**src/rtl/pipelined_add_sub_if.sv**
```systemverilog
// Operand/result bundle for the pipelined add/subtract unit; `en` is the global
// stall, so there is no per-beat ready: a held `en` freezes both directions.
interface pipelined_add_sub_if #(
  parameter int WIDTH = 32
) ();
  logic             en;
  logic             in_valid;
  logic             sub;
  logic [WIDTH-1:0] a;
  logic [WIDTH-1:0] b;
  logic             c_in;
  logic             out_valid;
  logic [WIDTH-1:0] sum;
  logic             c_out;
  logic             z;
  logic             v;
  logic             n;

  modport master (
    output en, in_valid, sub, a, b, c_in,
    input  out_valid, sum, c_out, z, v, n
  );

  modport slave (
    input  en, in_valid, sub, a, b, c_in,
    output out_valid, sum, c_out, z, v, n
  );
endinterface

```
**src/rtl/pipelined_add_sub.sv**
```systemverilog
// Sliced ripple add/sub, one WIDTH/STAGES slice per stage; latency STAGES enabled edges.
// No backpressure: en = 0 freezes every register (valid bits included), inputs ignored.
module pipelined_add_sub #(
  parameter int WIDTH  = 32,
  parameter int STAGES = 4
) (
  input logic               clk,
  input logic               reset,
  pipelined_add_sub_if.slave io
);
  localparam int S   = WIDTH / STAGES;
  localparam int MSB = WIDTH - 1;
  localparam int L   = STAGES - 1;

  if (STAGES < 1 || (WIDTH % STAGES) != 0) begin : g_bad_params
    $error("pipelined_add_sub: WIDTH must be a multiple of STAGES and STAGES >= 1");
  end

  logic [STAGES-1:0] vld_q, vld_d;
  logic [STAGES-1:0] cy_q, cy_d;
  logic [WIDTH-1:0]  a_q [STAGES];
  logic [WIDTH-1:0]  a_d [STAGES];
  logic [WIDTH-1:0]  b_q [STAGES];
  logic [WIDTH-1:0]  b_d [STAGES];
  logic [WIDTH-1:0]  s_q [STAGES];
  logic [WIDTH-1:0]  s_d [STAGES];
  logic              z_q, z_d;
  logic              v_q, v_d;

  // Stage inputs: stage 0 sees the port operands, later stages the previous register.
  logic [STAGES-1:0] vld_s, cy_s;
  logic [WIDTH-1:0]  a_s   [STAGES];
  logic [WIDTH-1:0]  b_s   [STAGES];
  logic [WIDTH-1:0]  s_s   [STAGES];
  logic [S:0]        add_s [STAGES];

  always_comb begin
    vld_s = '0;
    cy_s  = '0;
    vld_d = '0;
    cy_d  = '0;
    for (int k = 0; k < STAGES; k++) begin
      a_s[k]   = '0;
      b_s[k]   = '0;
      s_s[k]   = '0;
      add_s[k] = '0;
      a_d[k]   = '0;
      b_d[k]   = '0;
      s_d[k]   = '0;
    end

    // Subtract is folded in once at capture: ~b and a forced carry-in of 1.
    vld_s[0] = io.in_valid;
    a_s[0]   = io.a;
    b_s[0]   = io.sub ? ~io.b : io.b;
    cy_s[0]  = io.sub | io.c_in;
    for (int k = 1; k < STAGES; k++) begin
      vld_s[k] = vld_q[k-1];
      a_s[k]   = a_q[k-1];
      b_s[k]   = b_q[k-1];
      cy_s[k]  = cy_q[k-1];
      s_s[k]   = s_q[k-1];
    end

    for (int k = 0; k < STAGES; k++) begin
      add_s[k]          = {1'b0, a_s[k][k*S +: S]} + {1'b0, b_s[k][k*S +: S]}
                        + {{S{1'b0}}, cy_s[k]};
      s_d[k]            = s_s[k];
      s_d[k][k*S +: S]  = add_s[k][S-1:0];
      cy_d[k]           = add_s[k][S];
      a_d[k]            = a_s[k];
      b_d[k]            = b_s[k];
      vld_d[k]          = vld_s[k];
    end

    z_d = ~|s_d[L];
    v_d = (a_s[L][MSB] == b_s[L][MSB]) && (s_d[L][MSB] != a_s[L][MSB]);
  end

  always_ff @(posedge clk) begin
    if (reset) begin
      vld_q <= '0;
      cy_q  <= '0;
      z_q   <= 1'b0;
      v_q   <= 1'b0;
      for (int k = 0; k < STAGES; k++) begin
        a_q[k] <= '0;
        b_q[k] <= '0;
        s_q[k] <= '0;
      end
    end else if (io.en) begin
      vld_q <= vld_d;
      cy_q  <= cy_d;
      z_q   <= z_d;
      v_q   <= v_d;
      for (int k = 0; k < STAGES; k++) begin
        a_q[k] <= a_d[k];
        b_q[k] <= b_d[k];
        s_q[k] <= s_d[k];
      end
    end
  end

  assign io.out_valid = vld_q[L];
  assign io.sum       = s_q[L];
  assign io.c_out     = cy_q[L];
  assign io.z         = z_q;
  assign io.v         = v_q;
  assign io.n         = s_q[L][MSB];
endmodule

```
**src/flat_wrapper.sv**
```systemverilog
// flat-port wrapper written by rule: the top's interface ports become plain ports
module pipelined_add_sub_flat 
#(
  parameter int WIDTH  = 32,
  parameter int STAGES = 4
)
  (clk, reset, io_en, io_in_valid, io_sub, io_a, io_b, io_c_in, io_out_valid, io_sum, io_c_out, io_z, io_v, io_n);
  pipelined_add_sub_if #(.WIDTH(WIDTH)) io_i ();
  input logic clk;
  input logic reset;
  input wire logic [$bits(io_i.en)-1:0] io_en;
  input wire logic [$bits(io_i.in_valid)-1:0] io_in_valid;
  input wire logic [$bits(io_i.sub)-1:0] io_sub;
  input wire logic [$bits(io_i.a)-1:0] io_a;
  input wire logic [$bits(io_i.b)-1:0] io_b;
  input wire logic [$bits(io_i.c_in)-1:0] io_c_in;
  output wire logic [$bits(io_i.out_valid)-1:0] io_out_valid;
  output wire logic [$bits(io_i.sum)-1:0] io_sum;
  output wire logic [$bits(io_i.c_out)-1:0] io_c_out;
  output wire logic [$bits(io_i.z)-1:0] io_z;
  output wire logic [$bits(io_i.v)-1:0] io_v;
  output wire logic [$bits(io_i.n)-1:0] io_n;
  assign io_i.en = io_en;
  assign io_i.in_valid = io_in_valid;
  assign io_i.sub = io_sub;
  assign io_i.a = io_a;
  assign io_i.b = io_b;
  assign io_i.c_in = io_c_in;
  assign io_out_valid = io_i.out_valid;
  assign io_sum = io_i.sum;
  assign io_c_out = io_i.c_out;
  assign io_z = io_i.z;
  assign io_v = io_i.v;
  assign io_n = io_i.n;
  pipelined_add_sub #(.WIDTH(WIDTH), .STAGES(STAGES)) u_core (.clk(clk), .reset(reset), .io(io_i));
endmodule
```
**config.mk**
```make
export PLATFORM = sky130hd
export DESIGN_NAME = pipelined_add_sub_flat
export DESIGN_NICKNAME = d
export VERILOG_FILES = /design/src/rtl/pipelined_add_sub_if.sv /design/src/rtl/pipelined_add_sub.sv /design/src/flat_wrapper.sv
export SDC_FILE = /design/constraint.sdc
export NUM_CORES = 1
export LEC_CHECK = 0
export CORE_MARGIN = 3
export CORE_UTILIZATION = 50
export CTS_CLUSTER_SIZE = 30
export DETAILED_ROUTE_END_ITERATION = 10
export DONT_BUFFER_PORTS = 1
export GPL_ROUTABILITY_DRIVEN = 0
export GPL_TIMING_DRIVEN = 0
export SLEW_MARGIN = 20
export SYNTH_ARGS = -nofsm -noshare
export SYNTH_HDL_FRONTEND = slang
export SYNTH_SLANG_ARGS = --single-unit
```
**constraint.sdc**
```tcl
create_clock -name clk -period 8.03 [get_ports clk]
set_input_delay 2.409 -clock clk [delete_from_list [all_inputs] [get_ports clk]]
set_output_delay 2.409 -clock clk [all_outputs]
set_load 0.01 [all_outputs]
```
* After elaboration in Yosys (flattened, before gate mapping)
Memory sizes are Yosys's and may differ from the RTL's. Index checks and enable logic that the tools add are counted.
Storage, ports and cells: word-level logic and storage cells 52, memories kept 3, register bits after elaboration 10, RAM bits 384, output and inout port bits 37, bits of input ports 70
Operators by class: mux-type cells 18, add/subtract/negate cells 8, equal/unequal tests 2, reductions and logical operators 3, bitwise logic cells 14
Memories:
- u_core.a_q | depth 4, width 32, rd ports 3, clocked after memory_dff 0, wr ports 4, RTL line pipelined_add_sub.sv:21 | logic [WIDTH-1:0] a_q [STAGES];
- u_core.b_q | depth 4, width 32, rd ports 3, clocked after memory_dff 0, wr ports 4, RTL line pipelined_add_sub.sv:23 | logic [WIDTH-1:0] b_q [STAGES];
- u_core.s_q | depth 4, width 32, rd ports 4, clocked after memory_dff 0, wr ports 4, RTL line pipelined_add_sub.sv:25 | logic [WIDTH-1:0] s_q [STAGES];
Operators by type and width (count):
- 32-bit 2-to-1 mux | 13
- 8-bit by 8-bit adder with 9-bit output | 4
- 9-bit by 1-bit adder with 9-bit output | 4
- 32-bit inverter | 1
- 32-bit OR reduction | 1
- 1-bit OR | 13
- 1-bit 2-to-1 mux | 5
- 1-bit equality test | 1
- 1-bit logical AND | 1
- 1-bit logical NOT | 1
- 1-bit != test | 1

* Logic depth before layout (Yosys ltp)
Gate-level depths: netlist of the first run.
word-level depth 5, gate-level depth with buffers 11, gate-level depth less buffers 10

* Least setup slack after synthesis of the first run
Ideal clock, no wire load.
path kind in2reg, from in io_en, to mem u_core.a_q[0][10], enable pin, arrival time 6111 ps, cell stages on the path 3, required time 7502 ps, path buffers 1, slack 1391 ps, library setup time 528 ps, path through buf_2 > nor2_1 > inv_1
RTL lines:
- start, declared | RTL line flat_wrapper.sv:11 | input wire logic [$bits(io_i.en)-1:0] io_en;
- end, declared | RTL line pipelined_add_sub.sv:21

==> impl_metrics.ini, run 1 <==
[global_route]
globalRouteMet3Util_pct = 3.763
globalRouteMet2Util_pct = 27.99
grt.met1_usage_pct = 22.01
largest_net_degree_at_the_start_of_global_routing = 96
grt.total_usage_pct = 16.88
grt_pass1_vias = 4458
globalRoute.totalOverflow = 0
antenna_found_initial = 1
grt_pass1_wl_um = 23050
top_usage_layer = met2

[synthesis]
netlist.area_leader.share_pct = 63.48
synth_top_flop_cell = sky130_fd_sc_hd__edfxtp_1
synth_xor_xnor_area_share_pct = 5.260
synthesized_netlist_net_count = 721
post_synth_instance_area_um2 = 8325
synth.most_common_cell = sky130_fd_sc_hd__edfxtp_1
synthArstFlopShare_pct = 0
post_synth.cell_area_avg_um2 = 13.54
synthDistinctLibCells = 46
ys_ff_latch = 186
synth_top_area_cell = sky130_fd_sc_hd__edfxtp_1
synth_commonest_cells = sky130_fd_sc_hd__edfxtp_1, sky130_fd_sc_hd__and2_1, sky130_fd_sc_hd__nor2_1
synth-compound-area-share_pct = 4.193
synth_warnings = 0
synth-simple-area-share_pct = 15.52
ys_seq_area_share_pct = 65.89
leading_post_synthesis_cells_by_cell_area = sky130_fd_sc_hd__edfxtp_1, sky130_fd_sc_hd__and2_1, sky130_fd_sc_hd__ha_1
synth_cells = 615
muxShareOfSynthArea_pct = 0.7214
synth_edf_count = 176
synth_top_family_by_area = simple AND/OR/NAND/NOR gates
synth-adder-area-share_pct = 6.132

[critical_path]
worst_path_largest_cell_delay_ps = 430
cpMaxStageDelayCell = sky130_fd_sc_hd__fa_1
critical_path_class = primary input to register
cp_cell_sequence = clkbuf_1 > buf_2 > xor2_1 > fa_1 > fa_1 > a21o_1 > a21oi_1 > nor2_1 > o31a_1 > a211oi_1
worst-r2r-setup-slack_ps = 5670
reg2reg_depth = 9
worst-path-max-fanout = 10
critical_path_arrival_ps = 5000
crit_path_start = io_sub
critical-path-top-cell-by-count = sky130_fd_sc_hd__fa_1
r2r-start = u_core.b_q[0][88]
timing.critical_path.required_ps = 8270
critPathCaptureType = register
startpoint_type = primary input
cp-endpoint = u_core.s_q[0][6]
crit_reg_reg_endpoint = u_core.io.z

[routing]
routed-via-count = 4356
drc = 0
post_drt_via_cell_ratio = 5.042
wirelength_um = 14520
wl_per_cell_um = 16.80
ant_nets = 0
detailedRoute.firstPassIterationCount = 4
drt-initial-drc-count = 264

[cts]
clock_pin_slew_worst_setup_and_hold_paths_ps = 60
cts_tree = built
cts-resized-gates = 0
clock_tree.root_cell = sky130_fd_sc_hd__clkbuf_16
clock_buffer_depth = 2
cts_buffers = 17
post-cts-setup-buffers = 0
htreeDepth = 4
worstSkewPairLatency_ps = 430
cts.sinks = 186
hold_buffers = 0

[floorplan]
die_width_um = 135.0
fp.dieArea_um2 = 18240
placementRows = 46
floorplan.initialDensity_pct = 51.66
floorplan.io_pins = 107
core_area_um2 = 16120
die_extent_in_y_um = 135.0

[finish]
areaGrowthSynthToFinish_pct = 10.88
post_route_cells_drive_above_1_share_pct = 7.407
antenna_cells = 0
finish.net_count = 741
finalNonFillerCells = 864

[place]
place_hpwl_um = 10430
detailedPlace.worstSlack_ps = 2777
dpl.cell_count = 832
placement.io_buffers = 0

[sta]
tns_ps = 0
slew_headroom_pct = 27.71
timing.final.max_slew_violations = 0
fin_crit_ps = 4769
report.final.hold_viol_count = 0
clock.fmax_mhz = 209.7
layout_setup_ws_ps = 3261
post-route-period-util_pct = 59.39
post_route_clock_skew_ps = 7.419
hold_ws_ps = 488.8
worst_tran_pin_value_ps = 1080
setup_viol = 0
rsz0062_at_grt = no

[power]
pwr_density_cell_nw_per_um2 = 238.2
peakVddDrop_mv = 0.1580
total_leakage_power_nw = 3.603
design_power_total_mw = 2.199

[job]
max_cap_violations = 0

[run_status]
status = finished, final reports clean

[min_path]
hold_class = register to register
holdPathStages = 2
==> worst min path at each step <==
| stage | start | end | slack [ps] |
|---|---|---|---|
| after floorplan | u_core.cy_q[0] | u_core.cy_q[0] | 460 |
| after global placement | u_core.vld_q[1] | u_core.vld_q[2] | 470 |
| after detailed placement | u_core.vld_q[0] | u_core.vld_q[0] | 480 |
| after CTS | u_core.cy_q[3] | u_core.cy_q[3] | 500 |
| after global routing | u_core.cy_q[3] | u_core.cy_q[3] | 520 |
| final | u_core.cy_q[3] | u_core.cy_q[3] | 490 |
==> area by class of cell <==
cell class              instances  area (um^2)
inverters                      20        82.58
multi-input cells             382         2650
plain buffers                  27        115.1
clock buffers                  22        484.2
repair buffers                  1        27.53
well taps                     216        270.3
clock inverters                10        116.4
fillers                      1282         6884
flip-flops and latches        186         5485
==> routing by layer <==
metal / part of all wire [%] / wire length, um / vias up
li1: - / - / 2184
met1: 45 / 6550 / 2050
met2: 49 / 7154 / 108
met3: 4.4 / 633 / 14
met4: 1.2 / 180 / 0
met5: 0 / 0 / -
==> critical path, delay by kind of cell <==
family | cells | cell delay (ps)
AO/OA/AOI/OAI | 4 | 880
XOR/XNOR | 1 | 140
adder cells (fa/ha/maj) | 2 | 840
buffers and inverters | 2 | 630
AND/OR/NAND/NOR | 1 | 80
==> cell usage in the layout (no fill, tap or decap), types with 5 or more instances in the layout <==
cell,Yosys,routed
sky130_fd_sc_hd__clkbuf_1,18,19
sky130_fd_sc_hd__inv_1,19,18
sky130_fd_sc_hd__clkbuf_16,0,17
sky130_fd_sc_hd__buf_2,8,8
sky130_fd_sc_hd__edfxtp_1,176,176
sky130_fd_sc_hd__nor4_1,5,5
sky130_fd_sc_hd__nor2_1,66,66
sky130_fd_sc_hd__nand2b_1,5,5
sky130_fd_sc_hd__nor3_1,9,9
sky130_fd_sc_hd__and2_1,128,128
sky130_fd_sc_hd__a21o_1,6,6
sky130_fd_sc_hd__o21ai_0,5,5
sky130_fd_sc_hd__nand2_1,14,14
sky130_fd_sc_hd__ha_1,28,28
sky130_fd_sc_hd__mux2i_1,6,6
sky130_fd_sc_hd__a21oi_1,8,8
sky130_fd_sc_hd__xnor2_1,33,33
sky130_fd_sc_hd__fa_1,8,8
sky130_fd_sc_hd__dfxtp_1,10,10
sky130_fd_sc_hd__o21ai_1,7,7
sky130_fd_sc_hd__xor2_1,17,17
==> logic make-up (layout without fill, tap and decap cells) <==
logic type	count (synthesis)	count (layout)
simple gates	240	240
buf+inv	47	80
mux	6	6
compound gates	50	50
fa+ha+maj	36	36
xor+xnor	50	50
flops	186	186
==> state kept, by name (all words and copies together) (netlist names) <==
signal        count
u_core.a_q       48
u_core.vld_q      4
u_core.b_q       48
u_core.cy_q       4
u_core.io.v       1
u_core.s_q       80
u_core.io.z       1
==> through the flow <==
stage / area (um^2) / util, %
floorplan: 8325 / -
global placement: 8596 / 53.34
detailed placement: 8631 / 53.56
CTS: 9231 / 57.28
global route: 9231 / 57.28
finish: 9231 / 57.28
==> where the power goes <==
part           total, mW  internal (mW)  switching, mW  leakage, nW
clock              0.833          0.491          0.342        0.292
sequential          1.17           1.14         0.0298         2.01
combinational      0.193         0.0800          0.113         1.30
total               2.20           1.71          0.484         3.60
(Power assumes the default switching activity.)
==> run 2: changes to the inputs <==
==> constraint.sdc (replaced) <==
create_clock -name clk -period 4.8 [get_ports clk]
set_input_delay 1.44 -clock clk [delete_from_list [all_inputs] [get_ports clk]]
set_output_delay 1.44 -clock clk [all_outputs]
set_load 0.01 [all_outputs]
==> run 2 against run 1 <==
Against the previous run: setup slack got worse by 2300 ps; largest cell class unchanged; die area is the same; via count decreased by 0.21%; flip-flop and latch count is the same; clock skew barely moved; critical endpoint unchanged; total power up 67%; wire length is 0.32% higher; clock power increased by 66%; largest power group unchanged; register-to-register slack worse by 3300 ps; non-clock buffer count is 5 higher; cell count is 0.58% higher; combinational power up 73%.
==> impl_metrics.ini, run 2 (synthesis gave the netlist of run 1 again) <==
[cts]
clock_tree.root_cell = sky130_fd_sc_hd__clkbuf_16
cts-resized-gates = 0
worstSkewPairLatency_ps = 420
post-cts-setup-buffers = 0
cts_tree = built
htreeDepth = 4
clock_pin_slew_worst_setup_and_hold_paths_ps = 60
cts.sinks = 186
hold_buffers = 0
cts_buffers = 17
clock_buffer_depth = 2

[sta]
slew_headroom_pct = 49.28
hold_ws_ps = 492.7
setup_viol = 0
tns_ps = 0
clock.fmax_mhz = 261.0
timing.final.max_slew_violations = 0
post_route_clock_skew_ps = 7.377
worst_tran_pin_value_ps = 760.7
rsz0062_at_grt = no
fin_crit_ps = 3832
post-route-period-util_pct = 79.82
report.final.hold_viol_count = 0

[global_route]
largest_net_degree_at_the_start_of_global_routing = 31
grt.total_usage_pct = 16.89
antenna_found_initial = 0
grt_pass1_vias = 4399
grt_pass1_wl_um = 23000
globalRoute.totalOverflow = 0

[critical_path]
cpLargestDelayFamily = compound AO/OA/AOI/OAI gates
worst_path_largest_cell_delay_ps = 430
worst-path-max-fanout = 10
worstSetupPathDepth = 10
critical_path.n_buffers_inverters = 2
cp_cell_sequence = clkbuf_1 > buf_2 > xor2_1 > fa_1 > fa_1 > a21o_1 > a21oi_1 > nor2_1 > o31a_1 > a211oi_1
startpoint_type = primary input
critical_path_class = primary input to register
reg2reg_depth = 9
timing.critical_path.required_ps = 5030
critical-path-top-cell-by-count = sky130_fd_sc_hd__fa_1
critPathCaptureType = register
critical_path_arrival_ps = 4060
cpMaxStageDelayCell = sky130_fd_sc_hd__fa_1

[routing]
ant_nets = 0
drc = 0
drt-initial-drc-count = 209
wirelength_um = 14570
post_drt_via_cell_ratio = 5.002
detailedRoute.firstPassIterationCount = 4
routed-via-count = 4347
wl_per_cell_um = 16.76

[run_status]
status = finished, final reports clean

[finish]
areaGrowthSynthToFinish_pct = 12.22
largest_reg_flops = 80
reg_top3 = u_core.s_q: 80 flops, u_core.a_q: 48 flops, u_core.b_q: 48 flops
mostFrequentLayoutCell = sky130_fd_sc_hd__edfxtp_1
registers.top_by_ff_count = u_core.s_q
fillers = 1304
layout.cells.most_common_list = sky130_fd_sc_hd__edfxtp_1, sky130_fd_sc_hd__and2_1, sky130_fd_sc_hd__nor2_1
finish.net_count = 746
finalCoreUtilization_pct = 57.97
antenna_cells = 0
post_route_cells_drive_above_1_share_pct = 7.963

[floorplan]
fp.dieArea_um2 = 18240
floorplan.initialDensity_pct = 51.66
die_extent_in_y_um = 135.0
placementRows = 46
core_area_um2 = 16120
die_width_um = 135.0
floorplan.io_pins = 107

[power]
total_leakage_power_nw = 3.655
peakVddDrop_mv = 0.2629
pwr_density_cell_nw_per_um2 = 393.5

[min_path]
holdPathStages = 2
hold_class = register to register

[job]
max_cap_violations = 0

[place]
place_hpwl_um = 10820
placement.io_buffers = 0
## run 2: cell types whose count changed in the layout (fill, tap and decap cells not counted)
cell,delta
sky130_fd_sc_hd__nor2_4,+1
sky130_fd_sc_hd__clkbuf_16,+1
sky130_fd_sc_hd__nor2_1,-1
sky130_fd_sc_hd__bufinv_16,-1
sky130_fd_sc_hd__inv_8,-1
sky130_fd_sc_hd__clkbuf_1,+2
sky130_fd_sc_hd__clkbuf_8,+2
sky130_fd_sc_hd__clkinv_4,-2
sky130_fd_sc_hd__buf_16,+1
sky130_fd_sc_hd__clkinv_2,-1
sky130_fd_sc_hd__buf_12,+4
## run 2: final timing paths
check                    startpoint                to  slack, ps
hold reg to reg      u_core.cy_q[0]    u_core.cy_q[0]        490
setup / recovery             io_sub  u_core.s_q[0][6]        970
setup reg to reg  u_core.b_q[0][88]       u_core.io.z       2380
hold / removal       u_core.cy_q[0]    u_core.cy_q[0]        490
## run 2: final cells by class
| class | count | area (um^2) | share of cell area, % |
|---|---|---|---|
| clock buffer | 27 | 544.3 | 5.826 |
| timing repair buffer | 6 | 135.1 | 1.446 |
| inverter | 20 | 78.83 | 0.8437 |
| clock inverter | 5 | 56.30 | 0.6027 |
| tap | 216 | 270.3 | 2.893 |
| buffer | 27 | 115.1 | 1.232 |
| multi-input combinational | 382 | 2658 | 28.45 |
| sequential | 186 | 5485 | 58.71 |
## run 2: metrics by stage
| stage | cell area, um^2 | cells | power, mW | worst slack (ps) |
|---|---|---|---|---|
| 6_report | 9343 | 869 | 3.676 | 968.5 |
| 4_1_cts | 9343 | 869 | 3.707 | 916.2 |
| 3_5_place_dp | 8742 | 837 | 2.332 | 476.8 |
| 5_1_grt | 9343 | 869 | 3.819 | 765.0 |
| 3_3_place_gp | 8607 | 831 | 2.317 | -1154 |
| 2_1_floorplan | 8337 | 615 | 2.239 | 0.3300 |
## run 2: where the power goes
part	switching, mW	internal, mW
Sequential	0.0489	1.91
Clock	0.554	0.830
Combinational	0.190	0.143
## run 2: per-layer routing
| layer | vias up | track usage (%) | part of all wire, % |
|---|---|---|---|
| met5 | - | 0 | 0 |
| li1 | 2197 | - | - |
| met2 | 95 | 28.29 | 50 |
| met3 | 12 | 3.726 | 3.5 |
| met4 | 0 | 5.711 | 1.1 |
| met1 | 2043 | 22.01 | 46 |
## run 2: worst min-delay path: stages, from the launching register on
cell,delay (ps)
sky130_fd_sc_hd__dfxtp_1,330
sky130_fd_sc_hd__a22oi_1,80
sky130_fd_sc_hd__nand2_1,60
==> run 3: changes to the inputs <==
==> constraint.sdc (replaced) <==
create_clock -name clk -period 3.8 [get_ports clk]
set_input_delay 1.14 -clock clk [delete_from_list [all_inputs] [get_ports clk]]
set_output_delay 1.14 -clock clk [all_outputs]
set_load 0.01 [all_outputs]
==> run 3 against run 2 <==
Against the previous run: clock power increased by 26%; sequential power increased by 27%; clock skew increased by 0.63 ps; core utilization increased by 0.093 points; worst hold slack improved by 5.8 ps; critical path type unchanged; critical endpoint unchanged.
==> impl_metrics.ini, run 3 (synthesis gave the netlist of run 1 again) <==
[run_status]
status = finished, final reports clean

[critical_path]
timing.critical_path.required_ps = 4030
critPathCaptureType = register
worst_path_largest_cell_delay_ps = 440
cp_cell_sequence = clkbuf_1 > buf_2 > xor2_1 > fa_1 > fa_1 > a21o_1 > a21oi_1 > nor2_1 > o31a_1 > a211oi_1
critical_path_arrival_ps = 3780
critical_path_class = primary input to register
critical_path.n_buffers_inverters = 2
cpLargestDelayFamily = compound AO/OA/AOI/OAI gates
cpMaxStageDelayCell = sky130_fd_sc_hd__fa_1
r2r-start = u_core.b_q[0][88]
startpoint_type = primary input
critical-path-top-cell-by-count = sky130_fd_sc_hd__fa_1
crit_path_start = io_sub
worst-path-max-fanout = 10

[routing]
wl_per_cell_um = 16.93
ant_nets = 0
drt-initial-drc-count = 230
post_drt_via_cell_ratio = 5.105
wirelength_um = 14710
drc = 0
detailedRoute.firstPassIterationCount = 4
routed-via-count = 4436

[finish]
registers.top_by_ff_count = u_core.s_q
largest_reg_flops = 80
mostFrequentLayoutCell = sky130_fd_sc_hd__edfxtp_1
finish.net_count = 746
fin_area_um2 = 9358
layout.cells.most_common_list = sky130_fd_sc_hd__edfxtp_1, sky130_fd_sc_hd__and2_1, sky130_fd_sc_hd__nor2_1
areaGrowthSynthToFinish_pct = 12.40
reg_top3 = u_core.s_q: 80 flops, u_core.a_q: 48 flops, u_core.b_q: 48 flops
post_route_cells_drive_above_1_share_pct = 8.423
antenna_cells = 0

[cts]
htreeDepth = 4
worstSkewPairLatency_ps = 430
post-cts-setup-buffers = 0
hold_buffers = 0
clock_pin_slew_worst_setup_and_hold_paths_ps = 70
clock_buffer_depth = 2
cts_tree = built
cts.sinks = 186
cts-resized-gates = 0
cts_buffers = 17
clock_tree.root_cell = sky130_fd_sc_hd__clkbuf_16

[power]
design_power_total_mw = 4.633
pwr_density_cell_nw_per_um2 = 495.1
peakVddDrop_mv = 0.3417
total_leakage_power_nw = 3.647

[sta]
post-route-period-util_pct = 93.42
setup_viol = 0
worst_tran_pin_value_ps = 738.0
tns_ps = 0
post_route_clock_skew_ps = 8.007
clock.fmax_mhz = 281.7
slew_headroom_pct = 50.80
rsz0062_at_grt = no
report.final.hold_viol_count = 0
layout_setup_ws_ps = 250.2
fin_crit_ps = 3550
timing.final.max_slew_violations = 0

[place]
place_hpwl_um = 10820
placement.io_buffers = 0
place_area_um2 = 8765
detailedPlace.worstSlack_ps = -215.4

[global_route]
globalRoute.totalOverflow = 0
largest_net_degree_at_the_start_of_global_routing = 36
grt_pass1_vias = 4512
antenna_found_initial = 0
grt_pass1_wl_um = 23530
grt.total_usage_pct = 17.40

[min_path]
hold_class = register to register
hold_start = u_core.cy_q[3]

[floorplan]
die_extent_in_y_um = 135.0
placementRows = 46
die_width_um = 135.0
floorplan.io_pins = 107
floorplan.initialDensity_pct = 51.66
fp.dieArea_um2 = 18240
core_area_um2 = 16120

[job]
max_cap_violations = 0
[run 3: area by class of cell]
| type | count | area (um^2) |
|---|---|---|
| Sequential cell | 186 | 5485 |
| Timing Repair Buffer | 6 | 142.6 |
| Buffer | 27 | 130.1 |
| Clock inverter | 11 | 112.6 |
| Clock buffer | 21 | 480.5 |
| Fill cell | 1293 | 6758 |
| Multi-Input combinational cell | 382 | 2658 |
| Inverter | 20 | 78.83 |
| Tap cell | 216 | 270.3 |
[run 3: path summary, 6_finish.rpt]
path / depth (start not counted) / endpoint / slack (ps)
worst min register to register: 2 / u_core.cy_q[3] / 500
worst max register to register: 9 / u_core.io.z / 1450
worst max-delay path: 10 / u_core.s_q[0][6] / 250
worst min-delay path: 2 / u_core.cy_q[3] / 500
[run 3: stage by stage]
step | util (%) | hold WS [ps] | std cells
floorplan | - | 458.0 | 615
global placement | 53.50 | 471.8 | 831
detailed placement | 54.39 | 487.9 | 837
CTS | 58.07 | 503.2 | 869
global route | 58.07 | 518.9 | 869
finish | 58.07 | 498.5 | 869
[run 3: worst min-delay path: cells and delay by family (launching register included)]
family	cells	cell delay [ps]
AND/OR/NAND/NOR	2	110
flip-flops	1	350
[run 3: per-layer routing]
layer | global-route usage (%) | part of all wire [%]
met3 | 4.881 | 6.3
met5 | 0 | 0
met2 | 28.32 | 49
met1 | 22.29 | 43
met4 | 6.831 | 2.4
[run 3: power by group]
part	internal (mW)	switching, mW
combinational	0.183	0.240
clock	0.981	0.755
sequential	2.41	0.0622
==> RTL change (config.mk and constraints of run 2) <==
`WIDTH` is set to 32 in 3 places; all go to 16.
--- a/src/rtl/pipelined_add_sub_if.sv
+++ b/src/rtl/pipelined_add_sub_if.sv
@@ -1,7 +1,7 @@
 // Operand/result bundle for the pipelined add/subtract unit; `en` is the global
 // stall, so there is no per-beat ready: a held `en` freezes both directions.
 interface pipelined_add_sub_if #(
-  parameter int WIDTH = 32
+  parameter int WIDTH = 16
 ) ();
   logic             en;
   logic             in_valid;
--- a/src/rtl/pipelined_add_sub.sv
+++ b/src/rtl/pipelined_add_sub.sv
@@ -1,7 +1,7 @@
 // Sliced ripple add/sub, one WIDTH/STAGES slice per stage; latency STAGES enabled edges.
 // No backpressure: en = 0 freezes every register (valid bits included), inputs ignored.
 module pipelined_add_sub #(
-  parameter int WIDTH  = 32,
+  parameter int WIDTH  = 16,
   parameter int STAGES = 4
 ) (
   input logic               clk,
--- a/src/flat_wrapper.sv
+++ b/src/flat_wrapper.sv
@@ -1,7 +1,7 @@
 // flat-port wrapper written by rule: the top's interface ports become plain ports
 module pipelined_add_sub_flat 
 #(
-  parameter int WIDTH  = 32,
+  parameter int WIDTH  = 16,
   parameter int STAGES = 4
 )
   (clk, reset, io_en, io_in_valid, io_sub, io_a, io_b, io_c_in, io_out_valid, io_sum, io_c_out, io_z, io_v, io_n);
Ports: changed (resized io_a, io_b and io_sum); port bits go from 107 to 59. No check against the original RTL was run, so the function may have changed too.
==> RTL change against run 2 <==
  * Area after synthesis decreased by 48%
  * Total power decreased by 54%
  * Non-clock buffer count decreased by 16
  * Worst setup slack improved by 0.71 ns
  * Design area decreased by 50%
  * Sequential cell count decreased by 88
  * Routed wire length decreased by 54%
  * Critical path depth unchanged
  * Critical endpoint is now u_core.cy_q[0]
==> RTL change: results (changes against run 2) <==
* Main flop type after synthesis: edfxtp_1
* Commonest cells post-synth: edfxtp_1 (88), and2_1 (62), nor2_1 (32), inv_1 (21), xnor2_1 (18)
* Initial DRC Count at 96 (-54%)
* Clk pin slew, worst setup/hold paths at 0.08 ns (+0.02 ns)
* First-pass GRT wire length at 11.0 mm (-52%)
* Async set-reset flop share out of synthesis at 0 (unchanged)
* Critical Path AT at 3.34 ns (-0.72 ns)
* Post-synth EDFFs at 88 (-50%)
* Layout cells sized above 1 at 0.0774 (-0.00225)
* Port bufs at 0 (unchanged)
* Hold Path Class: reg -> reg
* Initial antenna violation count at 0 (unchanged)
* Critical Path Fanout Max at 10 (unchanged)
* Nets at 389 (-48%)
* Clock Path Buffers at 2 (unchanged)
* Worst path max stage delay at 0.40 ns (-0.03 ns)
* Worst path slowest cell: fa_1
* Clock Latency Late Sink at 0.35 ns (-0.07 ns)
* Max-slew headroom at 0.656 (+0.163)
* Ys Warns at 0 (unchanged)
* H-tree levels at 3 (-1)
* Sequential element share of the synthesized area at 0.656 (-0.00277)
* Pleak at 1.82 nW (-50%)
* Largest registers: u_core.s_q (40), u_core.a_q (24), u_core.b_q (24)
* Cts repair resizes at 0 (unchanged)
* Post-synthesis net count at 377 (-48%)
* Num CTS Buffers at 9 (-8)
* Synth unique cells at 33 (-28%)
* Final Non-Filler Cells at 441 (-49%)
* Ant. Diodes at 0 (unchanged)
* Root Buffer: clkbuf_8
* Vias at 2222 (-49%)
* Fillcell total at 666 (-49%)
* Gr usage total at 0.147 (-0.0222)
* Post-CTS Setup Inserts at 0 (unchanged)
* Cell family with most CP delay: adder cells
* DP HPWL at 4.74 mm (-56%)
* Mapped Cells at 319 (-48%)
* Clock skew at 0.00747 ns (+0.0000915 ns)
* Top post-synthesis cells by area: edfxtp_1 (61%), and2_1 (9.0%), dfxtp_1 (4.6%)
* Largest net degree at the start of global routing at 50 (+61%)
* Drt pass-1 iters at 4 (unchanged)
* Number of global-route vias before repair at 2220 (-50%)
* Max rail drop VDD at 169 uV (-36%)
* Routed WL at 6.69 mm (-54%)
* Status: completed
* Placed cells at 425 (-49%)
==> RTL change: per-stage QoR <==
step	setup WS (ns)	area, um^2
2_1_floorplan	0.854	4330
3_3_place_gp	0.00945	4460
3_5_place_dp	1.26	4490
4_1_cts	1.65	4680
5_1_grt	1.58	4680
6_report	1.67	4680
==> RTL change: worst register-to-register path: cells and delay by family, from the launching register on <==
family	cells	cell delay (ns)
adder cells (fa/ha/maj)	2	0.86
XOR/XNOR	1	0.18
AND/OR/NAND/NOR	1	0.15
AO/OA/AOI/OAI	1	0.25
buffers and inverters	1	0.05
flip-flops	1	0.33
==> RTL change: logic make-up after synthesis <==
| family | count (synthesis) | share of synthesized area |
|---|---|---|
| simple gates | 121 | 0.157 |
| flops | 98 | 0.656 |
| buf+inv | 37 | 0.0352 |
| xor+xnor | 22 | 0.0445 |
| fa+ha+maj | 20 | 0.0716 |
| compound gates | 17 | 0.0263 |
| mux | 4 | 0.00924 |
==> RTL change: routing by layer <==
layer  up-vias  routed length, um  track usage
li1       1096                  -            -
met1      1062               3000        0.188
met2        54               3250        0.233
met3        10                317       0.0386
met4         0                122       0.0725
met5         -                  0            0
==> RTL change: worst paths after layout <==
| path | from | end | slack, ns | cells after the start |
|---|---|---|---|---|
| setup / recovery | io_sub | u_core.cy_q[0] | 1.67 | 10 |
| hold / removal | u_core.cy_q[2] | u_core.cy_q[2] | 0.50 | 2 |
| setup reg to reg | u_core.b_q[0][44] | u_core.io.z | 2.87 | 6 |
| hold reg to reg | u_core.cy_q[2] | u_core.cy_q[2] | 0.50 | 2 |
==> RTL change: power breakdown <==
group	internal, mW	switching (mW)
clock	0.240	0.268
sequential	0.998	0.0260
combinational	0.0687	0.0886
total	1.31	0.383
==> RTL change: area by class of cell <==
type / count / share of cell area
sequential: 98 / 0.607
multi-input combinational: 184 / 0.286
clock buffer: 11 / 0.0281
tap: 105 / 0.0281
inverter: 21 / 0.0174
buffer: 16 / 0.0158
clock inverter: 5 / 0.0118
timing repair buffer: 1 / 0.00588
